**config.mk**
```make
export PLATFORM = sky130hd
export DESIGN_NAME = time_of_day_counter
export DESIGN_NICKNAME = d
export VERILOG_FILES = /design/src/rtl/time_of_day_pkg.sv /design/src/rtl/time_of_day_counter_tick_gen.sv /design/src/rtl/time_of_day_counter.sv
export SDC_FILE = /design/constraint.sdc
export NUM_CORES = 1
export LEC_CHECK = 0
export CAP_MARGIN = 20
export CORE_ASPECT_RATIO = 1.2
export CORE_MARGIN = 2
export CORE_UTILIZATION = 60
export DETAILED_ROUTE_END_ITERATION = 10
export GPL_TIMING_DRIVEN = 0
export PLACE_DENSITY = 0.89
export SETUP_SLACK_MARGIN = 0.3
export SLEW_MARGIN = 20
export SYNTH_ARGS = -nofsm -noshare
export SYNTH_HDL_FRONTEND = slang
export SYNTH_SLANG_ARGS = --single-unit
```
**constraint.sdc**
```tcl
create_clock -name CLK -period 3.6 [get_ports CLK]
set_input_delay 0.72 -clock CLK [delete_from_list [all_inputs] [get_ports CLK]]
set_output_delay 0.72 -clock CLK [all_outputs]
set_load 0.005 [all_outputs]
```
**src/rtl/time_of_day_pkg.sv**
```systemverilog
// Shared encodings, field limits and display helpers for the time-of-day counter.
package time_of_day_pkg;

  typedef enum logic [1:0] {
    SET_SEC = 2'b00,
    SET_MIN = 2'b01,
    SET_HR  = 2'b10,
    RUN     = 2'b11
  } order_e;

  localparam logic [7:0] SEC_MAX = 8'd59;
  localparam logic [7:0] MIN_MAX = 8'd59;
  localparam logic [7:0] HR_MAX  = 8'd23;
  localparam logic [7:0] HR_NOON = 8'd12;

  // Binary 0..99 to packed BCD, tens in [7:4].
  function automatic logic [7:0] to_bcd8(input logic [7:0] bin);
    logic [3:0] tens;
    logic [3:0] units;
    tens  = 4'(bin / 8'd10);
    units = 4'(bin % 8'd10);
    return {tens, units};
  endfunction

  function automatic logic [7:0] hr_to_12(input logic [7:0] hr24);
    logic [7:0] hr12;
    if (hr24 == 8'd0)
      hr12 = HR_NOON;
    else if (hr24 > HR_NOON)
      hr12 = hr24 - HR_NOON;
    else
      hr12 = hr24;
    return hr12;
  endfunction

  function automatic logic [7:0] inc_mod(input logic [7:0] v, input logic [7:0] max);
    return (v == max) ? 8'd0 : v + 8'd1;
  endfunction

endpackage

```
**src/rtl/time_of_day_counter_tick_gen.sv**
```systemverilog
// Prescaler dividing CLK down to a one-cycle wrap strobe once per CLOCK_FREQ cycles.
module tick_gen #(
  parameter int CLOCK_FREQ = 50_000_000
) (
  input  logic CLK,
  input  logic RST,
  input  logic hold,
  output logic wrap
);

  localparam int CW = (CLOCK_FREQ > 1) ? $clog2(CLOCK_FREQ) : 1;
  localparam logic [CW-1:0] LAST = CW'(CLOCK_FREQ - 1);

  logic [CW-1:0] count;

  // Hold forces the count to zero so a later release starts a full period.
  assign wrap = !hold && (count == LAST);

  always_ff @(posedge CLK) begin
    if (RST || hold)
      count <= '0;
    else if (wrap)
      count <= '0;
    else
      count <= count + CW'(1);
  end

endmodule

```
**src/rtl/time_of_day_counter.sv**
```systemverilog
// Time-of-day counter: hh:mm:ss with run/set modes, 12/24 h display and optional BCD outputs.
module time_of_day_counter
  import time_of_day_pkg::*;
#(
  parameter int CLOCK_FREQ = 50_000_000,
  parameter bit OUT_BCD    = 1'b0
) (
  input  logic       CLK,
  input  logic       RST,
  input  logic       INCREMENT,
  input  logic [1:0] ORDER,
  input  logic       HOUR_12,
  output logic [7:0] seconds,
  output logic [7:0] minutes,
  output logic [7:0] hours,
  output logic       PM,
  output logic       SEC_TICK,
  output logic       DAY_TICK
);

  order_e     order;
  logic       run;
  logic       sec_wrap;
  logic       step;
  logic       inc_q;
  logic [7:0] sec_r;
  logic [7:0] min_r;
  logic [7:0] hr_r;
  logic       sec_last;
  logic       min_last;
  logic       hr_last;
  logic [7:0] hr_disp;

  assign order = order_e'(ORDER);
  assign run   = (order == RUN);
  assign step  = INCREMENT && !inc_q;

  assign sec_last = (sec_r == SEC_MAX);
  assign min_last = (min_r == MIN_MAX);
  assign hr_last  = (hr_r == HR_MAX);

  tick_gen #(
    .CLOCK_FREQ(CLOCK_FREQ)
  ) u_tick_gen (
    .CLK (CLK),
    .RST (RST),
    .hold(!run),
    .wrap(sec_wrap)
  );

  always_ff @(posedge CLK) begin
    if (RST) begin
      inc_q    <= 1'b0;
      sec_r    <= 8'd0;
      min_r    <= 8'd0;
      hr_r     <= 8'd0;
      SEC_TICK <= 1'b0;
      DAY_TICK <= 1'b0;
    end else begin
      inc_q    <= INCREMENT;
      SEC_TICK <= sec_wrap;
      DAY_TICK <= sec_wrap && sec_last && min_last && hr_last;
      // sec_wrap only fires in run mode, so steps and carries never collide.
      if (sec_wrap) begin
        sec_r <= inc_mod(sec_r, SEC_MAX);
        if (sec_last) begin
          min_r <= inc_mod(min_r, MIN_MAX);
          if (min_last)
            hr_r <= inc_mod(hr_r, HR_MAX);
        end
      end else if (step) begin
        case (order)
          SET_SEC: sec_r <= inc_mod(sec_r, SEC_MAX);
          SET_MIN: min_r <= inc_mod(min_r, MIN_MAX);
          SET_HR:  hr_r  <= inc_mod(hr_r, HR_MAX);
          default: ;
        endcase
      end
    end
  end

  always_comb begin
    hr_disp = hr_r;
    if (HOUR_12)
      hr_disp = hr_to_12(hr_r);
  end

  assign PM = (hr_r >= HR_NOON);

  generate
    if (OUT_BCD) begin : g_bcd
      assign seconds = to_bcd8(sec_r);
      assign minutes = to_bcd8(min_r);
      assign hours   = to_bcd8(hr_disp);
    end else begin : g_bin
      assign seconds = sec_r;
      assign minutes = min_r;
      assign hours   = hr_disp;
    end
  endgenerate

endmodule

```
==> results.sh <==
export IMPL_die_area_mm2=0.00542
export IMPL_cts_made_buffers=5
export IMPL_grt_use_met1_pct=30.9
export IMPL_ir_drop_uv=282
export IMPL_numPortBuffers=30
export IMPL_seq_power_share_pct=55.6
export IMPL_synth_top_area_cell="dfxtp_1"
export IMPL_first_pass_iters=5
export IMPL_net_switching_power_mw=0.229
export IMPL_avgSynthCellArea_um2=8.48
export IMPL_wire_per_inst_um=14.7
export IMPL_numPlacedInstances=431
export IMPL_syn_inst=343
export IMPL_setup_viol=0
export IMPL_placed_cell_area_mm2=0.00328
export IMPL_cts_path_max_buffers=2
export IMPL_grt_max_degree=16
export IMPL_yosysMostFrequentCell="dfxtp_1"
export IMPL_crit_fanout=5
export IMPL_ctsResizeCount=0
export IMPL_drive_gt1_share_pct=8.40
export IMPL_cts_sinks=53
export IMPL_ctsHoldBuffers=0
export IMPL_synthArstFlopShare_pct=0
export IMPL_sw_frac_of_total_pct=21.5
export IMPL_crit_path_end_kind="primary output"
export IMPL_required_ns=2.88
export IMPL_power_density_mw_per_mm2=313
export IMPL_layoutNonFillerInstCount=439
export IMPL_final_area_mm2=0.00340
export IMPL_final_hold_viol_count=0
export IMPL_slew_viol_final=0
export IMPL_antenna_left=0
export IMPL_htreeDepth=2
export IMPL_num_vias=2693
export IMPL_finalSetupTns_ns=0
export IMPL_post_route_min_period_ns=3.22
export IMPL_reg2reg_slack_ns=0.98
export IMPL_grt_antenna_before_repair=0
export IMPL_yosysUniqueCellTypes=58
export IMPL_first_global_vias=2389
export IMPL_avgViaCountPerCell=6.13
export IMPL_cts_tree="yes"
export IMPL_root_buffer="clkbuf_8"
export IMPL_yosysWarnings=0
export IMPL_diodes=0
export IMPL_post_route_period_util_pct=89.3
export IMPL_grt_use_met2_pct=41.7
export IMPL_rsz0062_at_grt="false"
export IMPL_drt_iter0_markers=188
export IMPL_worst_slack_ns=0.384
export IMPL_cap_viol_max_count=0
export IMPL_grtUsageMet3_pct=4.76
export IMPL_drcViolationCount=0
export IMPL_path_class="input port to primary output"
export IMPL_finalClockSkew_ns=0.00985
export IMPL_initial_core_util_pct=62.9
export IMPL_grt_pass1_wl_um=10600
export IMPL_p_int_mw=0.835
export IMPL_die_y_um=80.3
export IMPL_synthesis_nets=357
export IMPL_synthTopCellsByCount="53 x dfxtp_1, 44 x nor2_1, 21 x nand2_1, 18 x nand3_1, 17 x xor2_1"
export IMPL_synth_flop_cell="dfxtp_1"
export IMPL_synth_top_area_share_pct=36.5
export IMPL_fmax_ghz=0.311
export IMPL_grt_ovfl_total=0
export IMPL_p_leak_nw=1.20
export IMPL_place_congestion=0.904
export IMPL_grt_use_total_pct=24.8
export IMPL_routed_wl_um=6460
export IMPL_synth_ff_latch_count=53
export IMPL_status="finished clean"
export IMPL_p_comb_share_pct=5.1
export IMPL_core_area_mm2=0.00463
export IMPL_path_clk_slew_ns=0.09
export IMPL_critical_path_startpoint_type="input port"
export IMPL_top_usage_layer="met2"
export IMPL_tightest_slew_ns=0.948
export IMPL_cp_data_arrival_time_ns=2.50
export IMPL_pwr_share_clk_pct=39.3
export IMPL_seq_area_frac_synth_pct=36.5
export IMPL_final_nets=394
export IMPL_pre_cts_ws_ns=0.325
export IMPL_clk_latency_ns=0.31
export IMPL_dp_hpwl_um=4750
export IMPL_hp_class="register to register"
export IMPL_die_x_um=67.6
export IMPL_netlist_area_mm2=0.00291
export IMPL_area_delta_synth_final_pct=17.0
export IMPL_synth_edf_count=0
export IMPL_io_pins=33
export IMPL_std_cell_rows=27
export IMPL_slew_headroom_pct=36.2
export IMPL_post_cts_setup_buffers=0
export IMPL_fin_util_pct=73.5
export IMPL_synthTopCellsByArea="dfxtp_1 36%, nor2_1 5.7%, xor2_1 5.1%"
[worst paths after layout]
kind,cells past startpoint,to,from
max,5,hours[6],HOUR_12
min,1,u_tick_gen.count[0],u_tick_gen.count[0]
max reg2reg,6,hr_r[6],u_tick_gen.count[0]
min reg2reg,1,u_tick_gen.count[0],u_tick_gen.count[0]
[stage by stage]
stage / total power [mW] / hold slack [ns]
5_1_grt: 1.10 / 0.506
6_report: 1.06 / 0.469
3_3_place_gp: 0.658 / 0.440
3_5_place_dp: 0.659 / 0.455
2_1_floorplan: 0.637 / 0.430
4_1_cts: 1.07 / 0.476
[registers in the layout, indices dropped and copies added (netlist names)]
name	cells
DAY_TICK	1
SEC_TICK	1
hr_r	8
inc_q	1
minutes	8
seconds	8
u_tick_gen.count	26
[final cells by class]
type	instances	area, um2
fill	359	1220
multi-input combinational	261	1730
clock inverter	1	30.0
inverter	15	56.3
buffer	14	62.6
clock buffer	7	86.3
sequential	53	1060
tap	58	72.6
timing repair buffer	30	300
[power groups by stage]
| stage | registers [mW] | clock network [mW] | logic, mW |
|---|---|---|---|
| 2_1_floorplan | 0.605 | 0 | 0.0316 |
| 3_3_place_gp | 0.605 | 0 | 0.0523 |
| 3_5_place_dp | 0.605 | 0 | 0.0531 |
| 4_1_cts | 0.592 | 0.425 | 0.0535 |
| 5_1_grt | 0.592 | 0.447 | 0.0593 |
| 6_report | 0.592 | 0.418 | 0.0541 |
[kinds of logic after synthesis]
family	after synthesis	synth area share, %
AOI/OAI and AO/OA	60	15.3
muxes	5	1.89
xor gates and xnor gates	27	8.13
adders and majority gates	8	3.44
and+or+nand+nor	161	30.7
buffers and inverters	29	4.09
DFF	53	36.5
[layer usage]
metal	part of all wire, %	routed length [um]
met1	44	2830
met2	49	3160
met3	4.7	305
met4	2.6	171
met5	0	0
[critical path, stage by stage]
cell	delay [ns]
clkdlybuf4s50_1	0.48
a21bo_2	0.27
nor4_1	0.31
xor2_1	0.20
clkdlybuf4s50_1	0.52
[cell usage in the layout, fill, tap and decap left out, types with 11 or more instances in the layout]
master	count
dfxtp_1	53
nor2_1	44
clkdlybuf4s50_1	30
nand2_1	21
nand3_1	18
xor2_1	17
nand4_1	15
and3_1	15
inv_1	14
o21ai_0	14
clkbuf_1	11
No activity file was read; power rests on OpenSTA's default activity.
==> RTL edit 1, RTL diff (config.mk and constraints unchanged) <==
Reset style: asynchronous (`RST`), changed in one clocked block.
--- a/src/rtl/time_of_day_counter.sv
+++ b/src/rtl/time_of_day_counter.sv
@@ -49,5 +49,5 @@
   );
 
-  always_ff @(posedge CLK) begin
+  always_ff @(posedge CLK or posedge RST) begin
     if (RST) begin
       inc_q    <= 1'b0;
Function: differs if RST is asserted again (counterexample within 4 cycles, from zero or initial values and one cycle with RST high); with RST held inactive, the same outputs for 10 cycles.
==> RTL edit 1 against the unedited design <==
Die area shrank 1.1%. Routed wire length shrank 11%. Hold slack gained 0.020 ns. Worst setup slack gained 0.042 ns. Count of clock-buffer cells in the layout shrank 1. Synthesized cell count shrank 9.3%. Area after synthesis shrank 1.2%. Utilization grew 0.43 points. Design area shrank 0.15%. Sequential cell count is the same. Critical path type unchanged. Highest routed layer unchanged.
Power is not compared: it rests on default switching activity, and its combinational part moved more than twofold at a synthesized area within 25%.
==> RTL edit 1: results (changes against the unedited design) <==
Placed design
The last weighted congestion value of the routability-driven placer was 0.847 (was 0.904). The count of buffers inserted at the top-level ports is 31 (was 30). The HPWL after detailed placement is 4.22 mm (was 4.75 mm). The pre-CTS worst setup slack is 0.331 ns (was 0.325 ns).

The instance area at placement is 3260 µm² (was 3280 µm²).

Route
The number of optimization iterations in the first detailed-route pass is 4 (was 5). The detailed router's first-iteration violation count is 195 (was 188). The average via count per standard cell is 5.78 (was 6.13). The total length of routed wires is 5.76 mm (was 6.46 mm).

STA
The worst slack on hold paths is 0.489 ns (was 0.469 ns). The highest clock rate is 315 MHz (was 311 MHz). The worst clock skew is 0.0103 ns (was 0.00985 ns).

GRT
The number of global-route vias before repair is 2169 (was 2389). The combined global-route utilization of all metal layers is 23.6% (was 24.8%).

Critical path
The arrival time at the worst endpoint is 2.45 ns (was 2.50 ns).

Final layout
The ratio of cells with drive above 1 in the final layout is 8.57% (was 8.40%). The area added between synthesis and finish came to 18.2% (was 17.0%). The final-stage net count is 363 (was 394). The number of standard cells in the final layout excluding fillers is 408 (was 439). The fill cell instance count of the final layout is 331 (was 359).

Synthesis
The net count after synthesis is 325 (was 357). The mean post-synth cell area is 9.25 µm² (was 8.48 µm²). Top cells by instance count after synthesis: sky130_fd_sc_hd__nor2_1, sky130_fd_sc_hd__dfrtp_1, sky130_fd_sc_hd__dfxtp_1, sky130_fd_sc_hd__xnor2_1, sky130_fd_sc_hd__nand2_1 (was sky130_fd_sc_hd__dfxtp_1, sky130_fd_sc_hd__nor2_1, sky130_fd_sc_hd__nand2_1, sky130_fd_sc_hd__nand3_1, sky130_fd_sc_hd__xor2_1).

The distinct cell type count of the synthesized netlist is 47 (was 58). Leading post-synthesis cells by cell area: sky130_fd_sc_hd__dfrtp_1, sky130_fd_sc_hd__dfxtp_1, sky130_fd_sc_hd__xnor2_1 (was sky130_fd_sc_hd__dfxtp_1, sky130_fd_sc_hd__nor2_1, sky130_fd_sc_hd__xor2_1). The proportion of synthesized chip area in sequential cells is 41.6% (was 36.5%).

Run status
Status: completed (unchanged).
RTL edit 1: cell types whose count changed after synthesis, sizes merged, moves of 4 or more:
cell,change
a311oi,-5
and3,-4
dfrtp,+27
dfxtp,-27
nand4,-7
nor2b,-4
nor3,+6
o21ai,-5
o2bb2ai,+4
or3,-4
xnor2,+13
xor2,-5
RTL edit 1: path summary, 6_finish.rpt:
kind	cells after the start	from	to
hold / removal	1	u_tick_gen.count[0]$_SDFF_PP0_	u_tick_gen.count[0]$_SDFF_PP0_
setup / recovery	6	HOUR_12	hours[7]
hold reg to reg	1	u_tick_gen.count[0]$_SDFF_PP0_	u_tick_gen.count[0]$_SDFF_PP0_
max in group asynchronous	2	RST	minutes[0]$_DFFE_PP0P_
setup reg to reg	6	seconds[1]$_DFFE_PP0P_	hr_r[5]$_DFFE_PP0P_
min in group asynchronous	2	RST	seconds[2]$_DFFE_PP0P_
RTL edit 1: report_power, final:
part / internal, mW / switching (mW)
combinational: 0.326 / 0.232
clock: 0.248 / 0.195
sequential: 0.668 / 0.102
total: 1.24 / 0.529
RTL edit 1: cell families (layout without fill, tap and decap cells):
| logic type | Yosys count | count (layout) | share of synthesized area [%] |
|---|---|---|---|
| AO/OA/AOI/OAI | 38 | 38 | 10.7 |
| AND/OR/NAND/NOR | 139 | 139 | 25.8 |
| multiplexers | 11 | 11 | 4.13 |
| XOR/XNOR | 35 | 35 | 10.7 |
| buffers and inverters | 27 | 66 | 3.57 |
| adder cells (fa/ha/maj) | 8 | 8 | 3.48 |
| flip-flops | 53 | 53 | 41.6 |
RTL edit 1: layer usage:
layer / routed length [µm] / vias to the layer above / track usage [%]
met5: 0 / - / 0
met4: 69 / 0 / 7.35
met3: 170 / 7 / 4.65
met2: 3080 / 43 / 42.0
met1: 2430 / 1148 / 28.1
li1: - / 1161 / -
RTL edit 1: area by class of cell:
| cell class | count | share of cell area [%] |
|---|---|---|
| Buffer | 10 | 1.14 |
| Tap cell | 58 | 2.14 |
| Timing Repair Buffer | 31 | 9.13 |
| Clock buffer | 6 | 2.76 |
| Sequential cell | 53 | 35.2 |
| Clock inverter | 2 | 1.03 |
| Multi-Input combinational cell | 231 | 46.7 |
| Inverter | 17 | 1.88 |
RTL edit 1: worst max-delay path, cell delays in order:
cell	delay, ns
sky130_fd_sc_hd__clkdlybuf4s50_1	0.48
sky130_fd_sc_hd__a21bo_2	0.28
sky130_fd_sc_hd__a211oi_2	0.20
sky130_fd_sc_hd__nand2_1	0.10
sky130_fd_sc_hd__xnor2_1	0.15
sky130_fd_sc_hd__clkdlybuf4s50_1	0.52
==> RTL edit 2, RTL diff (config.mk and constraints unchanged) <==
Without the edit above. `CLOCK_FREQ` is set to 50_000_000 in 2 places; all go to 200_000_000.
--- a/src/rtl/time_of_day_counter_tick_gen.sv
+++ b/src/rtl/time_of_day_counter_tick_gen.sv
@@ -1,5 +1,5 @@
 // Prescaler dividing CLK down to a one-cycle wrap strobe once per CLOCK_FREQ cycles.
 module tick_gen #(
-  parameter int CLOCK_FREQ = 50_000_000
+  parameter int CLOCK_FREQ = 200_000_000
 ) (
   input  logic CLK,
--- a/src/rtl/time_of_day_counter.sv
+++ b/src/rtl/time_of_day_counter.sv
@@ -3,5 +3,5 @@
   import time_of_day_pkg::*;
 #(
-  parameter int CLOCK_FREQ = 50_000_000,
+  parameter int CLOCK_FREQ = 200_000_000,
   parameter bit OUT_BCD    = 1'b0
 ) (
Check against the original RTL: no difference found for any inputs over 10 cycles, from zero or initial values and one cycle with RST high; that may be too few to reach the edited logic, so the function may still have changed.
==> RTL edit 2 against the unedited design <==
Synthesized cell count down 2.9%. Design area fell by 3.2%. Area after synthesis shrank 3.9%. Worst setup slack better by 0.043 ns. Sequential cell count increased by 2. Utilization decreased by 0.76 points. Total power is 5.7% lower. Critical path depth grew 3. Non-clock buffer count rose by 2. Routed wire length is 5.2% lower.
==> RTL edit 2: results (changes against the unedited design) <==
Placed design
The pre-CTS worst setup slack came to 0.416 ns (was 0.325 ns). The instance area at placement was 3180 µm² (was 3280 µm²). The HPWL after detailed placement was 4.44 mm (was 4.75 mm).

The number of placed instances, taps included is 422 (was 431).

Final layout
The total number of sequential cells is 55 (was 53). The fill cell instance count of the final layout is 354 (was 359). The number of clock buffers in the layout was 6 (was 7). The final-stage net count is 385 (was 394). The number of standard cells in the final layout excluding fillers is 429 (was 439). The multi-input logic portion of the cell area came to 48.7% (was 51.0%).

Pwr
The clock network fraction of design power is 34.2% (was 39.3%). The overall power consumption is 1.00 mW (was 1.06 mW). The internal power contribution is 782 µW (was 835 µW).

Critical path
The arrival time at the worst endpoint was 2.45 ns (was 2.50 ns). The launch instance of the worst register-to-register path is seconds[0]$_SDFFE_PP0P_ (was u_tick_gen.count[0]$_SDFF_PP0_). The top fanout value on the critical path is 7 (was 5). The register-to-register path setup slack is 0.77 ns (was 0.98 ns).

Synthesis
The proportion of synthesized chip area in sequential cells is 39.4% (was 36.5%). The cell count after synthesis is 333 (was 343). The distinct cell type count of the synthesized netlist is 46 (was 58). Top cells by instance count after synthesis: sky130_fd_sc_hd__dfxtp_1, sky130_fd_sc_hd__nor2_1, sky130_fd_sc_hd__nand2_1, sky130_fd_sc_hd__xor2_1, sky130_fd_sc_hd__a21oi_1 (was sky130_fd_sc_hd__dfxtp_1, sky130_fd_sc_hd__nor2_1, sky130_fd_sc_hd__nand2_1, sky130_fd_sc_hd__nand3_1, sky130_fd_sc_hd__xor2_1).

Route
The via count of the routed design was 2496 (was 2693). The number of optimization iterations in the first detailed-route pass was 4 (was 5).

GRT
The number of global-route vias before repair is 2339 (was 2389). The combined global-route utilization of all metal layers came to 24.4% (was 24.8%).

Run status
Status: completed (unchanged).
-- RTL edit 2: layer usage --
| metal | wire length (µm) | vias to the layer above | GRT usage (%) |
|---|---|---|---|
| li1 | - | 1251 | - |
| met1 | 2620 | 1191 | 27.8 |
| met2 | 3200 | 41 | 44.4 |
| met3 | 160 | 13 | 4.53 |
| met4 | 149 | 0 | 9.18 |
| met5 | 0 | - | 0 |
-- RTL edit 2: repair_timing --
action / 4_1_cts / 5_1_grt
setup buffers: 0 / 0
resized for setup: 3 / 8
pin swaps: 0 / 1
endpoints found under the setup margin: 2 / 3
-- RTL edit 2: kinds of logic after synthesis --
logic type	synth area share (%)
simple gates	30.2
xor+xnor	9.40
flops	39.4
buf+inv	4.07
fa+ha+maj	3.58
mux	1.48
compound gates	11.9
